[config.mk]
export PLATFORM = sky130hd
export DESIGN_NAME = pdm_cic_decimator
export DESIGN_NICKNAME = d
export VERILOG_FILES = /design/src/rtl/pdm_cic_decimator.sv
export SDC_FILE = /design/constraint.sdc
export NUM_CORES = 1
export LEC_CHECK = 0
export BUFFER_PORTS_ARGS = -buffer_cell sky130_fd_sc_hd__buf_4
export CAP_MARGIN = 20
export CORE_UTILIZATION = 55
export DETAILED_ROUTE_END_ITERATION = 10
export GPL_TIMING_DRIVEN = 0
export PLACE_DENSITY = 0.76
export SLEW_MARGIN = 20
export SYNTH_ARGS = -nofsm -noshare
export SYNTH_HDL_FRONTEND = slang
export SYNTH_SLANG_ARGS = --single-unit
export TNS_END_PERCENT = 10
[constraint.sdc]
create_clock -name clock -period 6.5 [get_ports clock]
set_input_delay 0.325 -clock clock [delete_from_list [all_inputs] [get_ports clock]]
set_output_delay 0.325 -clock clock [all_outputs]
set_load 0.005 [all_outputs]
[src/rtl/pdm_cic_decimator.sv]
// PDM microphone front end: generates the PDM clock, samples the 1-bit stream,
// decimates it with a 3rd-order CIC filter and delivers signed 8-bit PCM
// samples on a valid/ready handshake.
// Optional build macro PDM_CIC_DCBLOCK_EN inserts a first-order DC-blocking
// high-pass between the comb output and the scaling stage (adds one clock).
module pdm_cic_decimator #(
    parameter int CLK_DIV  = 16,
    parameter int DEC_LOG2 = 6
) (
    input  logic       clock,
    input  logic       reset_n,
    input  logic       pdm,
    output logic       pdm_clk_out,
    output logic [7:0] sample_data,
    output logic       sample_valid,
    input  logic       sample_ready,
    output logic       overrun
);

    localparam int W     = 2 + 3 * DEC_LOG2;
    localparam int SW    = W + 2;
    localparam int DIV_W = $clog2(CLK_DIV);
    localparam int SHIFT = 3 * DEC_LOG2 - 7;

    localparam logic [DIV_W-1:0]    DIV_LAST = DIV_W'(CLK_DIV - 1);
    localparam logic [DIV_W-1:0]    DIV_HALF = DIV_W'(CLK_DIV / 2);
    localparam logic [DIV_W-1:0]    DIV_ONE  = DIV_W'(1);
    localparam logic [DEC_LOG2-1:0] DEC_ONE  = DEC_LOG2'(1);
    localparam logic signed [SW-1:0] SAT_MAX = SW'(127);
    localparam logic signed [SW-1:0] SAT_MIN = SW'(-128);

    typedef enum logic {EMPTY, FULL} state_t;

    logic [DIV_W-1:0]    divCnt_q, divCnt_d;
    logic                pdmClk_q;
    logic                sync1_q, sync2_q;
    logic                tick;
    logic signed [W-1:0] pdmVal;
    logic signed [W-1:0] int1_q, int2_q, int3_q;
    logic [DEC_LOG2-1:0] decCnt_q;
    logic                decLast;
    logic signed [W-1:0] latch_q, latchPrev_q;
    logic signed [W-1:0] comb1_q, comb1Prev_q;
    logic signed [W-1:0] comb2_q, comb2Prev_q;
    logic signed [W-1:0] comb3_q;
    logic                latchValid_q, comb1Valid_q, comb2Valid_q, comb3Valid_q;
    logic [1:0]          warmCnt_q;
    logic                resultStrobe;
    logic                newResult;
    logic signed [SW-1:0] scaleIn;
    logic signed [SW-1:0] shifted;
    logic [7:0]          scaled;
    state_t              state_q;
    logic [7:0]          data_q;
    logic                valid_q;
    logic                overrun_q;

    // Next value of the PDM bit-period counter, wrapping at CLK_DIV-1
    always_comb begin
        divCnt_d = (divCnt_q == DIV_LAST) ? '0 : divCnt_q + DIV_ONE;
    end

    assign tick = (divCnt_q == DIV_LAST);

    // Divider counter and registered PDM clock (high in the upper half of the period)
    always_ff @(posedge clock or negedge reset_n) begin
        if (!reset_n) begin
            divCnt_q <= '0;
            pdmClk_q <= 1'b0;
        end else begin
            divCnt_q <= divCnt_d;
            pdmClk_q <= (divCnt_d >= DIV_HALF);
        end
    end

    // Two-flop synchronizer for the asynchronous microphone data
    always_ff @(posedge clock or negedge reset_n) begin
        if (!reset_n) begin
            sync1_q <= 1'b0;
            sync2_q <= 1'b0;
        end else begin
            sync1_q <= pdm;
            sync2_q <= sync1_q;
        end
    end

    assign pdmVal  = sync2_q ? {{(W-1){1'b0}}, 1'b1} : {W{1'b1}};
    assign decLast = (decCnt_q == {DEC_LOG2{1'b1}});

    // Integrator cascade, decimation counter and decimation latch, all on the sample tick
    always_ff @(posedge clock or negedge reset_n) begin
        if (!reset_n) begin
            int1_q       <= '0;
            int2_q       <= '0;
            int3_q       <= '0;
            decCnt_q     <= '0;
            latch_q      <= '0;
            latchValid_q <= 1'b0;
        end else begin
            latchValid_q <= 1'b0;
            if (tick) begin
                int1_q   <= int1_q + pdmVal;
                int2_q   <= int2_q + int1_q;
                int3_q   <= int3_q + int2_q;
                decCnt_q <= decCnt_q + DEC_ONE;
                if (decLast) begin
                    latch_q      <= int3_q;
                    latchValid_q <= 1'b1;
                end
            end
        end
    end

    // Comb cascade: one differentiator stage per clock following the latch
    always_ff @(posedge clock or negedge reset_n) begin
        if (!reset_n) begin
            latchPrev_q  <= '0;
            comb1_q      <= '0;
            comb1Prev_q  <= '0;
            comb2_q      <= '0;
            comb2Prev_q  <= '0;
            comb3_q      <= '0;
            comb1Valid_q <= 1'b0;
            comb2Valid_q <= 1'b0;
            comb3Valid_q <= 1'b0;
        end else begin
            comb1Valid_q <= latchValid_q;
            comb2Valid_q <= comb1Valid_q;
            comb3Valid_q <= comb2Valid_q;
            if (latchValid_q) begin
                comb1_q     <= latch_q - latchPrev_q;
                latchPrev_q <= latch_q;
            end
            if (comb1Valid_q) begin
                comb2_q     <= comb1_q - comb1Prev_q;
                comb1Prev_q <= comb1_q;
            end
            if (comb2Valid_q) begin
                comb3_q     <= comb2_q - comb2Prev_q;
                comb2Prev_q <= comb2_q;
            end
        end
    end

`ifdef PDM_CIC_DCBLOCK_EN
    logic signed [SW-1:0] dcIn;
    logic signed [SW-1:0] dcPrevIn_q;
    logic signed [SW-1:0] dcOut_q;
    logic                 dcValid_q;

    assign dcIn = {{2{comb3_q[W-1]}}, comb3_q};

    // DC-blocking high-pass: y = x - x_prev + y_prev - y_prev/256
    always_ff @(posedge clock or negedge reset_n) begin
        if (!reset_n) begin
            dcPrevIn_q <= '0;
            dcOut_q    <= '0;
            dcValid_q  <= 1'b0;
        end else begin
            dcValid_q <= comb3Valid_q;
            if (comb3Valid_q) begin
                dcOut_q    <= dcIn - dcPrevIn_q + dcOut_q - (dcOut_q >>> 8);
                dcPrevIn_q <= dcIn;
            end
        end
    end

    assign scaleIn      = dcOut_q;
    assign resultStrobe = dcValid_q;
`else
    assign scaleIn      = {{2{comb3_q[W-1]}}, comb3_q};
    assign resultStrobe = comb3Valid_q;
`endif

    // Scale the filter output to 8 bits and saturate to the signed byte range
    always_comb begin
        shifted = scaleIn >>> SHIFT;
        if (shifted > SAT_MAX) begin
            scaled = 8'h7F;
        end else if (shifted < SAT_MIN) begin
            scaled = 8'h80;
        end else begin
            scaled = shifted[7:0];
        end
    end

    // Warm-up counter: the first three filter results carry start-up transients
    always_ff @(posedge clock or negedge reset_n) begin
        if (!reset_n) begin
            warmCnt_q <= 2'd0;
        end else if (resultStrobe && (warmCnt_q != 2'd3)) begin
            warmCnt_q <= warmCnt_q + 2'd1;
        end
    end

    assign newResult = resultStrobe && (warmCnt_q == 2'd3);

    // Output holding register: EMPTY/FULL handshake with sticky overrun on drop
    always_ff @(posedge clock or negedge reset_n) begin
        if (!reset_n) begin
            state_q   <= EMPTY;
            data_q    <= 8'h00;
            valid_q   <= 1'b0;
            overrun_q <= 1'b0;
        end else begin
            case (state_q)
                EMPTY: begin
                    if (newResult) begin
                        data_q  <= scaled;
                        valid_q <= 1'b1;
                        state_q <= FULL;
                    end
                end
                FULL: begin
                    if (sample_ready) begin
                        if (newResult) begin
                            data_q <= scaled;
                        end else begin
                            valid_q <= 1'b0;
                            state_q <= EMPTY;
                        end
                    end else if (newResult) begin
                        overrun_q <= 1'b1;
                    end
                end
                default: begin
                    state_q <= EMPTY;
                    valid_q <= 1'b0;
                end
            endcase
        end
    end

    assign pdm_clk_out  = pdmClk_q;
    assign sample_data  = data_q;
    assign sample_valid = valid_q;
    assign overrun      = overrun_q;

endmodule

==> results.md <==
* Outcome: finished clean
* Cts repair resizes at 0
* Synthesized area at 0.01362 sq mm
* WHS at 0.07270 ns
* Post-synthesis mux area share at 3.923%
* RSZ-0062 raised after global routing: false
* Vias per cell at 5.999
* Hold Crit Class: in2reg
* Iteration-0 DRC Markers at 845
* Area contributors post-synth: dfrtp_1, ha_1, nand2_1, o21ai_0, mux2_2
* Tcrit/Tclk final at 48.79%
* Fin util at 61.71%
* Num CTS Buffers at 24
* Async set or reset register ratio after synthesis at 100.0%
* Post-Layout Inst Area at 0.01501 sq mm
* Switching part of the total power at 35.92%
* Std-Cell Rows at 57
* Count of different cell masters after synthesis at 69
* First-pass GRT wire length at 53730 microns
* Largest net degree at the start of global routing at 104
* Setup TNS at 0 ns
* # DRC at 0
* Post-synth EDFFs at 0
* Most frequent cells in the layout: dfrtp_1, nand2_1, o21ai_0
* Cells after Synth at 1476
* Die H at 159.4 microns
* Pre-CTS WS at 3.427 ns
* ANT cells at 0
* Initial antenna violation count at 0
* CP Max Fanout at 19
* Worst Tran Pin Value at 0.7648 ns
* Main synth FF type: dfrtp_1
* Synthesized area per cell at 9.226 sq um
* Placed Instance Area at 0.01419 sq mm
* Die X-Extent at 159.4 microns
* Vias in the first global route at 11010
* Sequential power share at 33.8%
* Combinational family with the most area after synthesis: compound AO/OA/AOI/OAI gates
* Worst EP arrival at 3.61 ns
* Hold Violations, Final at 0
* Total Routing Usage GR at 25.42%
* Final setup viols at 0
* Int Pwr at 3017 uW
* CP Launch Type: flop
* Pwr Density at 313.7 mW/mm^2
* CTS tree: done
* Clock network fraction of total power at 29.2%
* MaxCap Viol Count at 0
* NetSw at 1691 uW
* Root Buffer: clkbuf_16
* Layout Area Growth over Synthesis at 10.21%
* Post-synthesis register bit count at 218
* Synth area leader: dfrtp_1
* Worst IR Drop VDD at 0.0002568 V
* Setup CP Type: reg2reg
* Synth warn at 0
* Drt first pass iters at 5
* Initial core utilization at 56.00%
* Clock Path Buffers at 3
* Commonest non-fill, non-tap cell in the layout: dfrtp_1
* Share of cells above drive strength 1 at 7.227%
* Die ar. at 0.02539 sq mm
* Post-Synth Adder-Cell Area at 11.67%
* Setup Skew at 0.01666 ns
* Slew headroom at 48.96%
* Routed length per instance at 17.06 microns
* Fin. max-slew vios at 0
* Max Clk Rate at 315.4 MHz
* Number of clock sinks at 218
* Post-synth top area share at 40.06%
* Post-route ant nets at 0
* Post-synth net total at 1600
* Worst EP required at 6.93 ns
* Post-detail-place hpwl at 23380 microns
* H-tree Lvls at 1
* Final worst slack at 3.329 ns
* Post-layout min period at 3.171 ns
* Port Buffers at 14
* Sequential area share after synthesis at 40.06%
* Crit end category: flop
* I/O pin count at 15
* Pleak at 0.007033 uW
* Setup slack, reg-to-reg at 3.33 ns
* Post-Synth Simple-Gate Area at 14.31%
* Drt total wl at 31730 microns
* Post-Synth XOR/XNOR Area at 3.988%
* Clk Latency, worst-skew pair at 0.52 ns
* Via count at 11160
* Final #Nets at 1644
* Complex-gate fraction of the synthesized area at 22.07%
* Gpl congestion at 0.8826
* Combinational fraction of design power at 37.1%
* Core footprint at 0.02432 sq mm
* Overflow after GRT at 0
* Clock Pin Slew Worst Setup and Hold Paths at 0.06 ns
[synthesized netlist by cell type, types with 20 or more instances]
| library cell | count |
|---|---|
| a21o_1 | 52 |
| a21oi_1 | 96 |
| nand3_1 | 36 |
| o21a_1 | 29 |
| dfrtp_1 | 218 |
| xor2_1 | 24 |
| o21ai_0 | 133 |
| ha_1 | 115 |
| inv_1 | 92 |
| nor3_1 | 22 |
| nand4_1 | 20 |
| clkbuf_1 | 44 |
| mux2_2 | 43 |
| nor2_1 | 59 |
| nand2_1 | 190 |
| xnor2_1 | 38 |
[worst paths after layout]
kind                              startpoint                  endpoint  depth (start not counted)
setup / recovery           sync2_q$_DFF_PN0_    int1_q[19]$_DFFE_PN0P_                          9
hold / removal                  sample_ready  sample_valid$_DFFE_PN0P_                          4
setup reg to reg           sync2_q$_DFF_PN0_    int1_q[19]$_DFFE_PN0P_                          9
hold reg to reg            sync1_q$_DFF_PN0_         sync2_q$_DFF_PN0_                          0
max in group asynchronous            reset_n   comb1_q[17]$_DFFE_PN0P_                          4
min in group asynchronous            reset_n       overrun$_DFFE_PN0P_                          2
[cell families after synthesis]
family	Yosys count
DFF	218
adders and majority gates	125
buffers and inverters	144
muxes	48
and+or+nand+nor	416
xor gates and xnor gates	62
AOI/OAI and AO/OA	463
[registers in the layout (all words and copies together), names as in the netlist, 2 cells and up]
signal / cells
comb1Prev_q: 20
latch_q: 20
comb3_q: 9
comb2Prev_q: 20
divCnt_q: 4
int2_q: 20
warmCnt_q: 2
sample_data: 8
comb2_q: 20
latchPrev_q: 20
int1_q: 20
decCnt_q: 6
comb1_q: 20
int3_q: 20
[through the flow]
step / power, uW / std cells
finish: 4708 / 1860
global route: 5002 / 1860
CTS: 4709 / 1860
detailed placement: 3315 / 1816
global placement: 3243 / 1814
floorplan: 2956 / 1476
[final cells by class]
cell class / count / area, sq um
Timing Repair Buffer: 18 / 187.7
Multi-Input combinational cell: 1114 / 7620
Clock inverter: 10 / 116.4
Sequential cell: 218 / 5455
Buffer: 52 / 197.7
Clock buffer: 32 / 680.7
Fill cell: 2052 / 9311
Tap cell: 324 / 405.4
Inverter: 92 / 345.3
[per-layer routing]
layer | part of all wire [%] | track usage, %
met1 | 46 | 34.21
met2 | 48 | 43.02
met3 | 3.4 | 2.943
met4 | 2.7 | 7.998
met5 | 0 | 0
[power groups by stage]
stage	registers (uW)	clock network [uW]	logic, uW
detailed placement	1610	0	1700
CTS	1590	1400	1720
finish	1590	1370	1740
floorplan	1570	0	1380
global placement	1610	0	1630
global route	1600	1450	1950
[repair_timing]
action	in CTS	in global routing
hold buffers	2	0
buffers inserted	0	0
endpoints found under the hold margin	37	0
[worst max-delay path: stages, from the launching register on]
cell      delay [ns]
dfrtp_1         0.42
inv_1           0.58
ha_1            0.42
a21o_1          0.21
a21o_1          0.18
or3_1           0.30
o21ai_1         0.42
nor3_1          0.10
o211ai_1        0.27
xor2_1          0.18
(Power assumes the default switching activity.)
